File: config.mk
export PLATFORM = sky130hd
export DESIGN_NAME = llc_recfifo
export DESIGN_NICKNAME = d
export VERILOG_FILES = /design/src/rtl/llc_recfifo_pkg.sv /design/src/rtl/llc_recfifo_mem.sv /design/src/rtl/llc_recfifo.sv
export SDC_FILE = /design/constraint.sdc
export NUM_CORES = 1
export LEC_CHECK = 0
export ABC_AREA = 1
export CORE_MARGIN = 2
export CORE_UTILIZATION = 51
export CTS_CLUSTER_SIZE = 16
export DETAILED_ROUTE_END_ITERATION = 8
export PLACE_DENSITY = 0.72
export SKIP_CTS_REPAIR_TIMING = 1
export SLEW_MARGIN = 20
export SYNTH_ARGS = -nofsm -noshare
export SYNTH_HDL_FRONTEND = slang
export SYNTH_HIERARCHICAL = 1
export SYNTH_SLANG_ARGS = --single-unit
File: constraint.sdc
create_clock -name clock -period 11 [get_ports clock]
set_input_delay 1.65 -clock clock [delete_from_list [all_inputs] [get_ports clock]]
set_output_delay 1.65 -clock clock [all_outputs]
set_load 0.02 [all_outputs]
File: src/rtl/llc_recfifo_pkg.sv
// llc_recfifo_pkg
// Shared definitions for the LLC receive FIFO: default depth, the packed
// entry layout (identifier, flags, DLC, payload) and the payload masking
// helper that zeroes bytes beyond the frame's data length.
package llc_recfifo_pkg;

  localparam int DEPTH_DEF = 4;

  localparam int ID_W    = 29;
  localparam int DLC_W   = 4;
  localparam int DATA_W  = 64;
  localparam int ENTRY_W = 99;

  // Entry layout, LSB first: data | dlc | rtr | ide | id
  localparam int DATA_LSB = 0;
  localparam int DLC_LSB  = 64;
  localparam int RTR_BIT  = 68;
  localparam int IDE_BIT  = 69;
  localparam int ID_LSB   = 70;

  // Number of payload bytes that carry data: none for remote frames,
  // DLC values above 8 saturate at 8.
  function automatic logic [3:0] frame_len(input logic rtr, input logic [3:0] dlc);
    if (rtr) begin
      return 4'd0;
    end else if (dlc > 4'd8) begin
      return 4'd8;
    end else begin
      return dlc;
    end
  endfunction

  // Byte 0 sits in bits [63:56]; bytes at index >= len are forced to zero.
  function automatic logic [63:0] mask_payload(input logic [63:0] data,
                                               input logic rtr,
                                               input logic [3:0] dlc);
    logic [3:0]  len;
    logic [63:0] m;
    len = frame_len(rtr, dlc);
    m   = data;
    for (int k = 0; k < 8; k++) begin
      if (k >= int'(len)) begin
        m[63-8*k -: 8] = 8'h00;
      end
    end
    return m;
  endfunction

endpackage

File: src/rtl/llc_recfifo_mem.sv
// llc_recfifo_mem
// Frame storage for the receive FIFO: DEPTH entries of ENTRY_W bits,
// one synchronous write port and one asynchronous read port. The array
// has no reset; validity is tracked by the pointer/count logic in the top.
// Ports:
//   clock_i  - system clock
//   we_i     - write enable
//   waddr_i  - write address
//   wdata_i  - write data (packed entry)
//   raddr_i  - read address
//   rdata_o  - read data, combinational from raddr_i
module llc_recfifo_mem
  import llc_recfifo_pkg::*;
#(
  parameter int DEPTH = DEPTH_DEF,
  parameter int AW    = $clog2(DEPTH)
) (
  input  logic               clock_i,
  input  logic               we_i,
  input  logic [AW-1:0]      waddr_i,
  input  logic [ENTRY_W-1:0] wdata_i,
  input  logic [AW-1:0]      raddr_i,
  output logic [ENTRY_W-1:0] rdata_o
);

  logic [ENTRY_W-1:0] mem_q [DEPTH];

  always_ff @(posedge clock_i) begin
    if (we_i) begin
      mem_q[waddr_i] <= wdata_i;
    end
  end

  assign rdata_o = mem_q[raddr_i];

endmodule

File: src/rtl/llc_recfifo.sv
// llc_recfifo
// Receive FIFO between the LLC state machine and the CPU. A frame is pushed
// once per rising edge of activrreg; the CPU reads the head entry from rd_*
// and pops it with rd_pop. A push into a full FIFO without a same-cycle pop
// is dropped and raises the sticky ovfl flag.
// Ports:
//   clock, reset         - clock, asynchronous active-high reset
//   activrreg            - LLC write enable (level; rising edge = push)
//   initreqr             - synchronous flush of pointers, count and ovfl
//   rec_id/ide/rtr/dlc/data - incoming frame fields
//   rd_pop               - pop the head frame
//   ovfl_clr             - clear ovfl (a same-cycle overflow wins)
//   rd_id/ide/rtr/dlc/data - head frame fields, zero when empty
//   count, empty, full   - occupancy, all from registered count
//   ovfl                 - sticky lost-frame flag
// Handshake: push and pop are single-cycle events with no backpressure;
// a push is accepted when not full or when a pop happens in the same cycle,
// a pop is accepted when not empty.
module llc_recfifo
  import llc_recfifo_pkg::*;
#(
  parameter int DEPTH = DEPTH_DEF
) (
  input  logic                     clock,
  input  logic                     reset,
  input  logic                     activrreg,
  input  logic                     initreqr,
  input  logic [28:0]              rec_id,
  input  logic                     rec_ide,
  input  logic                     rec_rtr,
  input  logic [3:0]               rec_dlc,
  input  logic [63:0]              rec_data,
  input  logic                     rd_pop,
  input  logic                     ovfl_clr,
  output logic [28:0]              rd_id,
  output logic                     rd_ide,
  output logic                     rd_rtr,
  output logic [3:0]               rd_dlc,
  output logic [63:0]              rd_data,
  output logic [$clog2(DEPTH):0]   count,
  output logic                     empty,
  output logic                     full,
  output logic                     ovfl
);

  localparam int AW = $clog2(DEPTH);
  localparam int CW = AW + 1;

  logic [AW-1:0] wr_ptr_q, wr_ptr_d;
  logic [AW-1:0] rd_ptr_q, rd_ptr_d;
  logic [CW-1:0] count_q, count_d;
  logic          ovfl_q, ovfl_d;
  // Delayed copy of activrreg used for edge detection.
  logic          act_dly_q;
  // Set once activrreg has been seen low after reset; a level that is
  // already high when reset releases must not count as a rising edge.
  logic          armed_q;

  logic               empty_w, full_w;
  logic               push, pop_ok, wr_en, lost;
  logic [ENTRY_W-1:0] wdata, head;

  assign empty_w = (count_q == '0);
  assign full_w  = (count_q == CW'(DEPTH));

  assign push   = activrreg & ~act_dly_q & armed_q;
  assign pop_ok = rd_pop & ~empty_w;
  // When full, a same-cycle pop frees the slot the push needs.
  assign wr_en  = ~initreqr & push & (~full_w | pop_ok);
  assign lost   = ~initreqr & push & full_w & ~pop_ok;

  assign wdata = {rec_id, rec_ide, rec_rtr, rec_dlc,
                  mask_payload(rec_data, rec_rtr, rec_dlc)};

  always_comb begin
    wr_ptr_d = wr_ptr_q;
    rd_ptr_d = rd_ptr_q;
    count_d  = count_q;
    ovfl_d   = ovfl_q;
    if (initreqr) begin
      wr_ptr_d = '0;
      rd_ptr_d = '0;
      count_d  = '0;
      ovfl_d   = 1'b0;
    end else begin
      if (wr_en) begin
        wr_ptr_d = wr_ptr_q + AW'(1);
      end
      if (pop_ok) begin
        rd_ptr_d = rd_ptr_q + AW'(1);
      end
      count_d = count_q + CW'(wr_en) - CW'(pop_ok);
      if (lost) begin
        ovfl_d = 1'b1;
      end else if (ovfl_clr) begin
        ovfl_d = 1'b0;
      end
    end
  end

  always_ff @(posedge clock or posedge reset) begin
    if (reset) begin
      wr_ptr_q  <= '0;
      rd_ptr_q  <= '0;
      count_q   <= '0;
      ovfl_q    <= 1'b0;
      act_dly_q <= 1'b0;
      armed_q   <= 1'b0;
    end else begin
      wr_ptr_q  <= wr_ptr_d;
      rd_ptr_q  <= rd_ptr_d;
      count_q   <= count_d;
      ovfl_q    <= ovfl_d;
      act_dly_q <= activrreg;
      if (!activrreg) begin
        armed_q <= 1'b1;
      end
    end
  end

  llc_recfifo_mem #(
    .DEPTH (DEPTH),
    .AW    (AW)
  ) u_mem (
    .clock_i (clock),
    .we_i    (wr_en),
    .waddr_i (wr_ptr_q),
    .wdata_i (wdata),
    .raddr_i (rd_ptr_q),
    .rdata_o (head)
  );

  assign rd_id   = empty_w ? '0 : head[ID_LSB +: ID_W];
  assign rd_ide  = empty_w ? 1'b0 : head[IDE_BIT];
  assign rd_rtr  = empty_w ? 1'b0 : head[RTR_BIT];
  assign rd_dlc  = empty_w ? '0 : head[DLC_LSB +: DLC_W];
  assign rd_data = empty_w ? '0 : head[DATA_LSB +: DATA_W];

  assign count = count_q;
  assign empty = empty_w;
  assign full  = full_w;
  assign ovfl  = ovfl_q;

endmodule

==> impl_results.md <==
- Outcome: finished clean
- Htree depth: 2
- Antenna Nets Post-Route: 0
- CTS tree: done
- VDD IR-drop max: about 180 µV
- Sequential share of the synthesized area: 65.2%
- First drt pass iteration count: 5
- WL final: ~40000 µm
- R2R Path Start: count[1]
- Largest stage delay on the critical path: about 0.84 ns
- Reg clk slew, reported paths: 0.06 ns
- Logic pwr share: approximately a third
- All-layer global routing usage: a little over a fifth
- Post-DP Area: roughly 21000 µm²
- Yosys reg bits: approximately 400
- Initial DRC count: a little under 900
- Post-Route Utilization: 62.2%
- Largest delay contributor family on the critical path: buffers and inverters
- Initial Util: approximately 52%
- Clock power frac: between 20% and 30%
- NetSw: around 1.6 mW
- Simple-Gate Fraction of Synth Area: between 10% and 20%
- CP endpoint: rd_data[38]
- Synth top area cells: edfxtp_1 (64%), inv_1 (12%), nand2_1 (10%)
- Sequential group share of total power: a little under two fifths
- Max Clk Rate: between 150 and 200 MHz
- Critical Path RT: 9.35 ns
- Met1 Use GR: between 20% and 30%
- Reg-to-Reg End: u_mem/mem_q[1][94]
- Die H: approximately 200 µm
- Max-cap violation count: 0
- Critical Path Fanout Max: 87
- Gp weighted congestion: about 0.75
- Core area: between 30000 and 40000 µm²
- Reg2reg path depth: 8
- PD cells: approximately 210 nW/µm²
- CP arrival: between 3 and 4 ns
- Synth area leader: edfxtp_1
- Unrepaired setup endpoints after global routing: no
- Actual slew at the worst max-slew pin: 0.960 ns
- Routed WL per cell: approximately 15 µm
- Grt met3 use: about 4%
- Final Hold Viols: 0
- Worst skew pair latency: approximately 0.53 ns
- Compound-gate portion of the synthesized area: less than 1%
- Residual DRC: 0
- Mux contribution to synthesized area: 0%
- Initial antenna violation count: 5
- Largest family of logic cells by synthesized area: simple AND/OR/NAND/NOR gates
- Vias in the first global route: 12700
- Pwr Total: ~4.7 mW
- Adder-Cell Fraction of Synth Area: 0.242%
- Final nets: between 2000 and 2500
- Synth-to-layout area growth: 19.4%
- Synth warn: 6
- Max-slew headroom: a little over a third
- Power Internal: around 3.1 mW
- Detailed-route via count: around 13000
- Buffer depth of the longest clock path: 3
- Tightest Hold Check Type: register to register
- Met2 GRT Util: 37.0%
- WP depth: 8
- Worst Setup SP: rd_ptr_q[0]
- Root buf cell: clkbuf_16
- Final setup fails: 0
- Via density: roughly 4.7
- CP startpoint kind: register
- Largest net degree at the start of global routing: between 100 and 150
- Final Max Tran Viols: 0
- Final clock skew: between 0.015 and 0.02 ns
- Mapped Avg Cell Area: 9.39 µm²
- Syn Inst Count: 1981
- Setup TNS: 0 ns
- Grt peak-use layer: met2
- I/O pin count: 210
- Site row count: slightly below 70
- Sw Share: 34.1%
- Share of the synthesized area in the top cell type: 63.9%
- Buffers & Inverters on Critical Path: 4
- Chip width: 195 µm
- Post-route minimum period: about 5.6 ns
- Post-synthesis xor/xnor area fraction: less than 1%
- Port bufs: ~210
- Worst setup EP type: output pin
- First-pass GRT wire length: roughly 63000 µm
- R2R setup slack: 8.10 ns
- Tcrit/Tclk final: approximately half
- Final hold slack: about 0.54 ns
- Worst path cell trace: buf_4, buf_4, nand2_1, nand3_1, nand2_1, inv_1, nor2_1, clkdlybuf4s50_1
- Clock buffer count from CTS: 41
- GR Overflow Total: 0
- Yosys cell types: 22
- Crit Path Class: register to output pin
- CTS sink cnt: a little over 400
- Share of layout cells above drive strength 1: 4.13%
- Detail Placement HPWL: between 20000 and 25000 µm
- Leak: 10.5 nW
- Final instance area: around 22000 µm²
- Syn nets: 2089
- Syn Std Cell Area: between 15000 and 20000 µm²
- Die area: about 38000 µm²
- Slowest cell on the critical path: buf_4
cell usage in the layout, fill, tap and decap left out, types with 2 or more instances in the layout:
cell type,Yosys,final
nand2_1,517,517
nor2_1,170,170
clkbuf_1,17,4
clkbuf_16,0,43
nand2_2,4,4
dfrtp_1,10,8
bufinv_16,0,3
clkinvlp_4,0,2
o21ai_0,2,2
edfxtp_1,396,396
inv_4,3,2
nand3_1,207,207
clkdlybuf4s50_1,0,209
xor2_1,2,2
clkinv_1,0,12
inv_2,3,3
diode_2,0,2
nor2_2,3,3
ha_1,2,2
clkinv_2,0,7
dfrtp_4,0,2
inv_1,578,578
inv_6,0,2
buf_4,16,13
nor3_2,0,4
kinds of logic (layout without fill, tap and decap cells):
kind of cell / Yosys count / after routing
AO/OA/AOI/OAI: 4 / 4
XOR/XNOR: 2 / 2
adder cells (fa/ha/maj): 3 / 3
buffers and inverters: 659 / 879
flip-flops: 406 / 406
other: 0 / 2
AND/OR/NAND/NOR: 907 / 907
how the worst min path moves through the flow:
stage          startpoint      end  slack [ns]  cells after the start
2_1_floorplan     armed_q  armed_q        0.47                      2
3_3_place_gp      armed_q  armed_q        0.49                      2
4_1_cts           armed_q  armed_q        0.55                      2
3_5_place_dp      armed_q  armed_q        0.54                      2
6_report          armed_q  armed_q        0.54                      2
5_1_grt              ovfl     ovfl        0.58                      2
flip-flops by register name, summed over array words and instances (netlist names):
name         cells
act_dly_q        1
armed_q          1
ovfl             1
u_mem/mem_q    396
wr_ptr_q         2
rd_ptr_q         2
count            3
through the flow:
stage / worst slack [ns] / std cells
final: 5.39 / 2664
after global routing: 5.11 / 2664
after detailed placement: 5.94 / 2590
after global placement: 6.00 / 2590
after floorplan: 1.49 / 1981
after CTS: 5.39 / 2662
cells in the mapped netlist (all sizes together):
master / n
ha: 2
edfxtp: 396
xor2: 2
fa: 1
clkbuf: 17
nor2: 173
dfrtp: 10
nand4: 1
nor3: 5
buf: 58
nand3: 207
o21ai: 4
inv: 584
nand2: 521
layer usage:
layer / vias to the layer above / part of all wire [%]
li1: 6347 / -
met1: 5831 / 43
met2: 372 / 49
met3: 58 / 6.7
met4: 6 / 1.8
met5: - / 0.10
final cells by class:
cell class / instances / area [µm²]
Fill cell: 2912 / 13500
Tap cell: 461 / 577
Antenna cell: 2 / 5.00
Multi-Input combinational cell: 916 / 3810
Clock buffer: 47 / 1090
Timing Repair Buffer: 223 / 2200
Inverter: 584 / 2200
Clock inverter: 25 / 194
Sequential cell: 406 / 12100
power by group through the flow:
stage / registers [mW] / clock network [mW] / logic, mW
2_1_floorplan: 1.78 / 0 / 1.06
3_3_place_gp: 1.80 / 0 / 1.64
5_1_grt: 1.77 / 1.40 / 1.82
3_5_place_dp: 1.80 / 0 / 1.66
4_1_cts: 1.77 / 1.34 / 1.67
6_report: 1.77 / 1.33 / 1.65
worst register-to-register path: stages (launching register included):
cell and delay, ns:
dfrtp_1 0.48, nor2_2 0.09, nand3_1 0.13, nand2_2 0.09, inv_1 0.06, inv_1 0.09, nor3_2 0.13, buf_4 0.62
buf_4 0.81
(Power assumes the default switching activity.)
